[config.mk]
export PLATFORM = sky130hd
export DESIGN_NAME = stim_pulse_gen
export DESIGN_NICKNAME = d
export VERILOG_FILES = /design/src/rtl/stim_pkg.sv /design/src/rtl/stim_timer.sv /design/src/rtl/stim_pulse_gen.sv
export SDC_FILE = /design/constraint.sdc
export NUM_CORES = 1
export LEC_CHECK = 0
export CAP_MARGIN = 20
export CORE_MARGIN = 3
export CORE_UTILIZATION = 50
export DETAILED_ROUTE_END_ITERATION = 10
export PLACE_DENSITY = 0.83
export SYNTH_ARGS = -nofsm -noshare
export SYNTH_HDL_FRONTEND = slang
export SYNTH_SLANG_ARGS = --single-unit
[constraint.sdc]
create_clock -name clk -period 3.65 [get_ports clk]
set_input_delay 0.73 -clock clk [delete_from_list [all_inputs] [get_ports clk]]
set_output_delay 0.73 -clock clk [all_outputs]
set_load 0.05 [all_outputs]
[src/rtl/stim_pkg.sv]
// stim_pkg: state encoding, rest-length derivation and parameter legality for stim_pulse_gen
package stim_pkg;
  localparam logic [5:0] S_IDLE    = 6'b000001;
  localparam logic [5:0] S_CATH    = 6'b000010;
  localparam logic [5:0] S_GAP     = 6'b000100;
  localparam logic [5:0] S_ANOD    = 6'b001000;
  localparam logic [5:0] S_REST    = 6'b010000;
  localparam logic [5:0] S_REFRACT = 6'b100000;
  typedef enum logic [5:0] {
    IDLE    = S_IDLE,
    CATH    = S_CATH,
    GAP     = S_GAP,
    ANOD    = S_ANOD,
    REST    = S_REST,
    REFRACT = S_REFRACT
  } state_t;
  function automatic int rest_len(input int period, input int phase, input int gap);
    return period - 2 * phase - gap;
  endfunction
  function automatic bit params_ok(input int cnt_w, input int phase, input int gap,
                                   input int period, input int n, input int refract);
    longint lim;
    lim = longint'(1) << cnt_w;
    return phase >= 1 && gap >= 1 && n >= 1 && refract >= 1 &&
           period > 2 * phase + gap && longint'(period) <= lim && longint'(refract) <= lim;
  endfunction
endpackage

[src/rtl/stim_timer.sv]
// stim_timer: loadable down-counter with stall, flags zero when the current interval has expired
module stim_timer #(
  parameter int W = 16
) (
  input  logic         clk,
  input  logic         rst,
  input  logic         stall,
  input  logic         load,
  input  logic [W-1:0] load_val,
  output logic         zero
);
  logic [W-1:0] cnt_q;
  assign zero = cnt_q == '0;
  always_ff @(posedge clk or negedge rst)
    if (!rst) cnt_q <= '0;
    else if (!stall) cnt_q <= load ? load_val : zero ? cnt_q : cnt_q - W'(1);
endmodule

[src/rtl/stim_pulse_gen.sv]
// stim_pulse_gen: charge-balanced biphasic burst generator with refractory lockout
module stim_pulse_gen
  import stim_pkg::*;
#(
  parameter int CNT_WIDTH    = 16,
  parameter int AMP_WIDTH    = 8,
  parameter int PHASE_LEN    = 100,
  parameter int GAP_LEN      = 20,
  parameter int PULSE_PERIOD = 1000,
  parameter int N_PULSES     = 5,
  parameter int REFRACT_LEN  = 10000
) (
  input  logic                        clk,
  input  logic                        rst,
  input  logic                        en,
  input  logic                        trigger,
  input  logic [AMP_WIDTH-1:0]        amp,
  output logic                        stim_neg,
  output logic                        stim_pos,
  output logic signed [AMP_WIDTH:0]   dac_out,
  output logic                        busy,
  output logic                        burst_done
);
  localparam int PW = $clog2(N_PULSES + 1);
  localparam logic [CNT_WIDTH-1:0] PH_LD   = CNT_WIDTH'(PHASE_LEN - 1);
  localparam logic [CNT_WIDTH-1:0] GAP_LD  = CNT_WIDTH'(GAP_LEN - 1);
  localparam logic [CNT_WIDTH-1:0] REST_LD = CNT_WIDTH'(rest_len(PULSE_PERIOD, PHASE_LEN, GAP_LEN) - 1);
  localparam logic [CNT_WIDTH-1:0] REF_LD  = CNT_WIDTH'(REFRACT_LEN - 1);
  localparam logic [PW-1:0]        LAST    = PW'(N_PULSES - 1);
  if (!params_ok(CNT_WIDTH, PHASE_LEN, GAP_LEN, PULSE_PERIOD, N_PULSES, REFRACT_LEN)) begin : g_bad_params
    $error("stim_pulse_gen: illegal timing parameters");
  end
  state_t                state_q, state_d;
  logic [AMP_WIDTH-1:0]  amp_q;
  logic [PW-1:0]         pcnt_q;
  logic                  done_q, start, last, load, zero;
  logic [CNT_WIDTH-1:0]  load_val;
  assign start = state_q == IDLE && trigger;
  assign last  = pcnt_q == LAST;
  assign load  = state_d != state_q;
  stim_timer #(.W(CNT_WIDTH)) u_timer (
    .clk      (clk),
    .rst      (rst),
    .stall    (en),
    .load     (load),
    .load_val (load_val),
    .zero     (zero)
  );
  // every transition reloads the shared timer with the length of the state being entered
  always_comb begin
    state_d  = state_q;
    load_val = '0;
    case (state_q)
      IDLE:    if (trigger) begin state_d = CATH; load_val = PH_LD; end
      CATH:    if (zero) begin state_d = GAP; load_val = GAP_LD; end
      GAP:     if (zero) begin state_d = ANOD; load_val = PH_LD; end
      ANOD:    if (zero) begin state_d = last ? REFRACT : REST; load_val = last ? REF_LD : REST_LD; end
      REST:    if (zero) begin state_d = CATH; load_val = PH_LD; end
      REFRACT: if (zero) state_d = IDLE;
      default: state_d = IDLE;
    endcase
  end
  always_ff @(posedge clk or negedge rst)
    if (!rst) begin
      state_q <= IDLE;
      amp_q   <= '0;
      pcnt_q  <= '0;
      done_q  <= 1'b0;
    end else if (!en) begin
      state_q <= state_d;
      amp_q   <= start ? amp : amp_q;
      pcnt_q  <= start ? '0 : (state_q == ANOD && state_d == REST) ? pcnt_q + PW'(1) : pcnt_q;
      done_q  <= state_q == ANOD && state_d == REFRACT;
    end
  assign stim_neg   = state_q == CATH;
  assign stim_pos   = state_q == ANOD;
  assign busy       = state_q != IDLE;
  assign burst_done = done_q;
  assign dac_out    = stim_neg ? -$signed({1'b0, amp_q}) : stim_pos ? $signed({1'b0, amp_q}) : '0;
endmodule

Word-level counts from Yosys, hierarchy flattened

Index checks and enable logic that the tools add are counted.
W data, S select, Z words.

Flip-flop bits (word level): 34
Logic and storage cells: 50
Output and inout bits: 13
Input port bits: 12

Equal/unequal tests: 12
Add/subtract/negate cells: 3
Muxes and demuxes: 20
Reduce and logical (&&, ||, !) cells: 9
Bitwise logic cells: 1

Operator list:

| kind                    | number |
|---|---|
| $pmux W14 S4            | 1 |
| $mux W6                 | 7 |
| $pmux W6 S6             | 1 |
| $mux W16                | 2 |
| $mux W14                | 2 |
| $logic_not A16 Y1       | 1 |
| $sub A16 B1 Y16 const B | 1 |
| $mux W7                 | 2 |
| $eq A6 B5 Y1 const B    | 2 |
| $eq A6 B6 Y1 const B    | 2 |
| $mux W9                 | 1 |
| $neg A8 Y9              | 1 |
| $mux W8                 | 1 |
| $eq A6 B1 Y1 const B    | 1 |
| $eq A6 B2 Y1 const B    | 1 |
| $eq A6 B3 Y1 const B    | 1 |
| $eq A6 B4 Y1 const B    | 1 |
| $mux W3                 | 2 |
| $ne A6 B1 Y1 const B    | 1 |
| $ne A6 B6 Y1            | 1 |
| $reduce_and A2 Y1       | 3 |
| $mux W5                 | 1 |
| $add A3 B1 Y3 const B   | 1 |
| $eq A3 B3 Y1 const B    | 1 |
| other kinds (5)         | 7 |

Depth between registers and ports, before layout

Gate-level depths: netlist of the first run.

Depth in word-level cells: 8
Depth in mapped cells: 11
Mapped depth without buffers: 9

Hierarchy

A second synthesis of the first run with hierarchy kept.

Cells, all modules: 287
Area total of the unflattened synthesis: 2,411.1 µm²

By module, submodules not included:

| module         | seq. area each (µm²) | area an instance (µm²) | cells an instance | instances |
|---|---|---|---|---|
| stim_pulse_gen | 451.7                | 1,335.0                | 162               | 1 |
| stim_timer     | 400.4                | 1,076.0                | 125               | 1 |

Worst setup path before layout of the first run

No wires, ideal clock.

Path type: reg2out
From: register state_q[0]
To: output port dac_out[7]
Setup slack: 0.139 ns
Arrival time: 2.781 ns
Stages on the path, launching flop included: 8
Path buffers: 1
Cells stage by stage: dfstp_2 > clkbuf_1 > nor4_1 > nand3b_1 > clkinv_1 > o31ai_1 > o21ai_0 > a21oi_1

RTL lines:

| item                   | RTL line             | source |
|---|---|---|
| start, declared        | stim_pulse_gen.sv:33 | `state_t state_q, state_d;` |
| start signal, assigned | stim_pulse_gen.sv:70 | `state_q <= state_d;` |
| $eq A6 B2 Y1           | stim_pulse_gen.sv:75 | `assign stim_neg = state_q == CATH;` |
| named net stim_neg     | stim_pulse_gen.sv:18 | `output logic stim_neg,` |
| $mux W9                | stim_pulse_gen.sv:79 | `assign dac_out = stim_neg ? -$signed({1'b0, amp_q}) : stim_pos ? $signed({1'b0, amp_q}) : '0;` |
| end, declared          | stim_pulse_gen.sv:20 | `output logic signed [AMP_WIDTH:0] dac_out,` |

The timed path passes the listed nets, and every way through them passes these cells.

Worst setup path after layout of the first run

From: register state_q[4]
To: output port stim_neg

Word-level cells in the longest chain between the ends: 1

Ends and longest elaborated chain:

| item          | RTL line |
|---|---|
| $eq A6 B2 Y1  | stim_pulse_gen.sv:75 |
| end, declared | stim_pulse_gen.sv:18 |

Every way passes these cells.

==> results of run 1 <==
==> through the flow <==
stage | utilization | setup slack [ns] | power, W | hold slack, ns
2_1_floorplan | - | 0.139 | 0.00163 | 0.434
3_3_place_gp | 0.585 | 0.456 | 0.00191 | 0.481
3_5_place_dp | 0.585 | 0.358 | 0.00194 | 0.487
4_1_cts | 0.606 | 0.0264 | 0.00223 | 0.510
5_1_grt | 0.609 | 0.0483 | 0.00242 | 0.537
6_report | 0.609 | 0.277 | 0.00224 | 0.503
==> kinds of logic after synthesis <==
family / synth area share
compound gates: 0.217
xor+xnor: 0.0191
fa+ha+maj: 0.0218
buf+inv: 0.0615
flops: 0.371
mux: 0.0533
simple gates: 0.257
==> power breakdown <==
group | total [W] | internal, W | switching [W]
Clock | 0.000289 | 0.000154 | 0.000136
Sequential | 0.000686 | 0.000508 | 0.000178
Combinational | 0.00127 | 0.000478 | 0.000788
==> final timing paths <==
kind | start | endpoint | slack, ns | depth (start not counted)
setup / recovery | state_q[4] | stim_neg | 0.28 | 4
hold / removal | u_timer.cnt_q[12] | u_timer.cnt_q[12] | 0.50 | 2
setup reg to reg | u_timer.cnt_q[0] | u_timer.cnt_q[0] | 0.40 | 10
hold reg to reg | u_timer.cnt_q[12] | u_timer.cnt_q[12] | 0.50 | 2
max in group asynchronous | rst | state_q[0] | 2.46 | 2
min in group asynchronous | rst | u_timer.cnt_q[1] | 0.85 | 2
==> flip-flops by register name (all words and copies together) (netlist names) <==
| signal | cells |
|---|---|
| amp_q | 8 |
| burst_done | 1 |
| state_q | 6 |
| pcnt_q | 3 |
| u_timer.cnt_q | 16 |
==> metal layers <==
layer  GRT usage  wire length (um)
met5           0                 0
met4      0.0805               104
met3      0.0479               368
met2       0.347              2630
met1       0.325              2560
==> cell type report <==
| type | count | area share |
|---|---|---|
| multi-input cells | 211 | 0.489 |
| clock buffers | 8 | 0.0338 |
| repair buffers | 31 | 0.113 |
| inverters | 15 | 0.0211 |
| flip-flops and latches | 34 | 0.319 |
| well taps | 52 | 0.0244 |
==> critical path, cell delays in order (launching register included) <==
cell and delay [ns]:
dfrtp_1 0.50, nor4_1 0.46, nand3b_1 0.34, clkinv_1 0.23, clkdlybuf4s50_1 0.83
==> cells in the mapped netlist (all sizes together), types with 2 or more instances <==
cell type / instances
nor2: 23
ha: 4
clkbuf: 14
nand2: 25
nand4: 5
a22o: 2
dfrtp: 33
a31oi: 2
o31ai: 4
xor2: 2
a221o: 2
nand2b: 5
nor3: 22
o21ai: 32
nand3: 14
xnor2: 3
o2bb2ai: 4
o211ai: 2
a21oi: 13
nor4: 5
inv: 14
or4: 4
or3: 4
and3: 3
mux2: 10
buf: 4
==> timing repair <==
action                     CTS  global route
hold buffers                 0             0
setup endpoints to repair    0             5
gates resized for setup      0             5
==> flow_summary.toml, run 1 <==
[logic_synthesis]
yosys.area.top_type = "dfrtp_1"
synthArstFlopShare = 1.00
syn_area_um2 = 2300
syn_area_per_cell_um2 = 8.27
yosys.area.top_type_share = 0.359
ys.flop_type = "dfrtp_1"
ys_seq_area_frac = 0.371
synth_cell_type_count = 53
synth-seq-cells = 34
synthesis.nets = 294
synth_edf_count = 0
yosysWarnings = 0
synthCells = 278
synth_area_leaders = "dfrtp_1 (36%), o21ai_0 (7.0%), mux2_2 (4.9%)"

[floorplanning]
core_area_um2 = 4380
die_w_um = 73.8
initial_core_util = 0.524
die_h_um = 73.8
design.die.area_um2 = 5450
pin_count = 25
fp-row-count = 24

[worst_setup_path]
crit_path_start_kind = "flop"
crit_type = "flop to output pin"
worstPathArrival_ns = 2.64
crit_fanout = 11
setup.worst_path.end_class = "output pin"
cp.required_ns = 2.92

[sta]
relSlewSlack = 0.626
layout_min_cycle_time_ns = 3.37
fmaxAchievable_mhz = 296
drv_slew = 0
clock_skew_ns = 0.0107
grt_setup_unrepaired = "no"
setup_viol = 0
fin_crit_sh = 0.924
worst_pin_slew_ns = 0.560
finalSetupTns_ns = 0
finalHoldViolations = 0

[run_status]
status = "finished clean"

[clock_network]
ctsHtreeMaxLevel = 2
cts_setup_buffers = 0
cts.sinks = 34
path_clk_slew_ns = 0.07
cts_inserted_buffers = 5
worst_skew_pair.late_latency_ns = 0.29
clock_tree.root_cell = "clkbuf_8"
cts_tree = "yes"
clk_path_buf_depth = 2

[detailed_routing]
post-route-drc-count = 0
drt-total-wl_mm = 5.66
dr.pass1.iters = 5
drtIter0Drc = 319
num_vias = 2199
ant_nets = 0
vias_per_cell = 6.26
wl_per_cell_um = 16.1

[finish]
multiInputGateArea_um2 = 1310
final_cells = 351
fill_cells = 376
diodes = 0
layout-drive-gt1-share = 0.114
final_nets = 314
mostFrequentLayoutCell = "dfrtp_1"
area_growth_pct = 16.1
design_area_um2 = 2670
register_area_um2 = 852
final_cell_mix = "dfrtp_1 (33), o21ai_0 (32), nand2_1 (25), nor2_1 (22), nor3_1 (21)"

[flow_run]
drv_cap = 0

[power_and_ir_drop]
vdd_drop_max_mv = 0.542
power_density_nw_per_um2 = 840
p_leak_nw = 1.22

[place]
gp_congestion = 0.905
post-place-cells = 343
port_buffers = 24
dp_hpwl_mm = 3.91
postPlaceCellArea_um2 = 2570

[global_route]
grt_pass1_vias = 2043
grt_max_degree = 35
grt.overflow.total = 0
antenna_found_initial = 0
grtUsageTotal = 0.230
grt_pass1_wl_mm = 9.85

[min_path]
min_path_type = "flop to flop"
No activity file was read; power rests on OpenSTA's default activity.
==> run 2: changes to the inputs <==
--- a/config.mk
+++ b/config.mk
@@ -7,9 +7,9 @@
 export LEC_CHECK = 0
 export CAP_MARGIN = 20
 export CORE_MARGIN = 3
-export CORE_UTILIZATION = 50
+export CORE_UTILIZATION = 48
 export DETAILED_ROUTE_END_ITERATION = 10
-export PLACE_DENSITY = 0.83
+export PLACE_DENSITY = 0.81
 export SYNTH_ARGS = -nofsm -noshare
 export SYNTH_HDL_FRONTEND = slang
 export SYNTH_SLANG_ARGS = --single-unit
==> run 2 against run 1 <==
  * Utilization decreased by 1.7 points
  * Global-route usage decreased by 0.87 points
  * Via count increased by 1.5%
  * Combinational power barely moved
  * First-iteration DRC count is 15% lower
  * Clock power is 8.0% lower
  * Maximum frequency is 3.1% lower
  * Die area up 3.8%
  * Sequential share of layout area rose by 0.24 points
  * Non-clock buffer count unchanged
  * Cell count is 0.28% lower
  * Largest cell class unchanged
  * Highest routed layer unchanged
==> flow_summary.toml, run 2 (synthesis gave the netlist of run 1 again) <==
[power_and_ir_drop]
vdd_drop_max_mv = 0.551
p_total_w = 0.00222
power_density_nw_per_um2 = 838
p_leak_nw = 1.19

[detailed_routing]
vias_per_cell = 6.38
met3_length_um = 378
wl_per_cell_um = 16.3
post-route-drc-count = 0
ant_nets = 0
highest_layer = "met4"
drt-total-wl_mm = 5.71
drt-met1-wl_mm = 2.55
wl_met2_mm = 2.69
dr.pass1.iters = 5
drtIter0Drc = 270
num_vias = 2233

[worst_setup_path]
crit_type = "flop to output pin"
cp.required_ns = 2.92
worstPathArrival_ns = 2.75
setup.worst_path.end_class = "output pin"
crit_fanout = 11
crit_path_top_delay_cell = "clkdlybuf4s50_1"
worstPathCellList = "nor4_1, nand3b_1, clkinv_1, nand2_1, o21ai_0, clkdlybuf4s50_1"
crit_path_start_kind = "flop"
critPathMaxStageDelay_ns = 0.82

[place]
post-place-cells = 343
port_buffers = 24
gp_congestion = 0.877
postPlaceCellArea_um2 = 2570
dp_hpwl_mm = 3.87

[sta]
relSlewSlack = 0.639
grt_setup_unrepaired = "no"
fin_hold_ws_ns = 0.497
finalSetupTns_ns = 0
fmaxAchievable_mhz = 287
setup_viol = 0
fin_crit_sh = 0.954
drv_slew = 0
worst_pin_slew_ns = 0.540
layout_min_cycle_time_ns = 3.48
finalHoldViolations = 0
clock_skew_ns = 0.0126

[floorplanning]
fp-row-count = 24
die_w_um = 75.2
core_area_um2 = 4470
die_h_um = 75.2
initial_core_util = 0.514
pin_count = 25
design.die.area_um2 = 5660

[global_route]
grt.overflow.total = 0
grtUsageTotal = 0.221
antenna_found_initial = 0
grt_max_degree = 35
grt_pass1_vias = 2063
grt_pass1_wl_mm = 9.63

[finish]
mostFrequentLayoutCell = "dfrtp_1"
final_nets = 314
fill_cells = 389
regMostFlops = "u_timer.cnt_q"
final_cell_mix = "dfrtp_1 (33), o21ai_0 (32), nand2_1 (25), nor2_1 (22), nor3_1 (21)"
area_growth_pct = 15.2
layout-drive-gt1-share = 0.111
largest_reg_flops = 16
diodes = 0
reg_top3 = "u_timer.cnt_q: 16 flops, amp_q: 8 flops, state_q: 6 flops"
design_area_um2 = 2650
final_cells = 350

[clock_network]
path_clk_slew_ns = 0.07
ctsHtreeMaxLevel = 2
ctsHoldBuffers = 0
cts_tree = "yes"
clock_tree.root_cell = "clkbuf_8"
cts.sinks = 34
cts_inserted_buffers = 5
worst_skew_pair.late_latency_ns = 0.29
clk_path_buf_depth = 2

[flow_run]
drv_cap = 0

[min_path]
min_path_type = "flop to flop"

[run_status]
status = "finished clean"
==> run 2: path summary, 6_finish.rpt <==
check,to,slack [ns],start,depth (start not counted)
max in group asynchronous,state_q[0],2.46,rst,2
min in group asynchronous,u_timer.cnt_q[3],0.84,rst,2
min reg2reg,u_timer.cnt_q[12],0.50,u_timer.cnt_q[12],2
max reg2reg,u_timer.cnt_q[0],0.36,u_timer.cnt_q[0],10
min,u_timer.cnt_q[12],0.50,u_timer.cnt_q[12],2
max,dac_out[1],0.17,state_q[4],6
==> run 2: timing repair <==
item,4_1_cts,5_1_grt
setup endpoints to repair,1,3
resized for setup,1,3
pin swaps,0,0
setup buffers,0,0
==> run 2: report_power, final <==
part	switching [W]	total, W	internal [W]
Combinational	0.000793	0.00127	0.000477
Clock	0.000134	0.000266	0.000131
Sequential	0.000177	0.000684	0.000508
==> run 2: per-layer routing <==
layer  global-route usage  vias up
met1                0.308     1078
met3               0.0294        9
met2                0.356       95
met4               0.0757        0
met5                    0        -
li1                     -     1051
==> run 2: critical path: cells and delay by family (launching register included) <==
kind / cells / cell delay [ns]
buffers and inverters: 2 / 1.06
AO/OA/AOI/OAI: 1 / 0.07
flip-flops: 1 / 0.50
AND/OR/NAND/NOR: 3 / 0.84
==> run 2: cell type report <==
class / instances / area (um^2) / area share
well taps: 52 / 65.1 / 0.0246
multi-input cells: 211 / 1310 / 0.493
flip-flops and latches: 34 / 852 / 0.322
clock buffers: 7 / 76.3 / 0.0288
repair buffers: 31 / 294 / 0.111
inverters: 15 / 56.3 / 0.0213
==> run 2: per-stage QoR <==
step / util / worst slack (ns)
global route: 0.592 / 0.0148
detailed placement: 0.574 / 0.283
global placement: 0.574 / 0.448
floorplan: - / 0.139
finish: 0.592 / 0.170
CTS: 0.590 / 0.0735
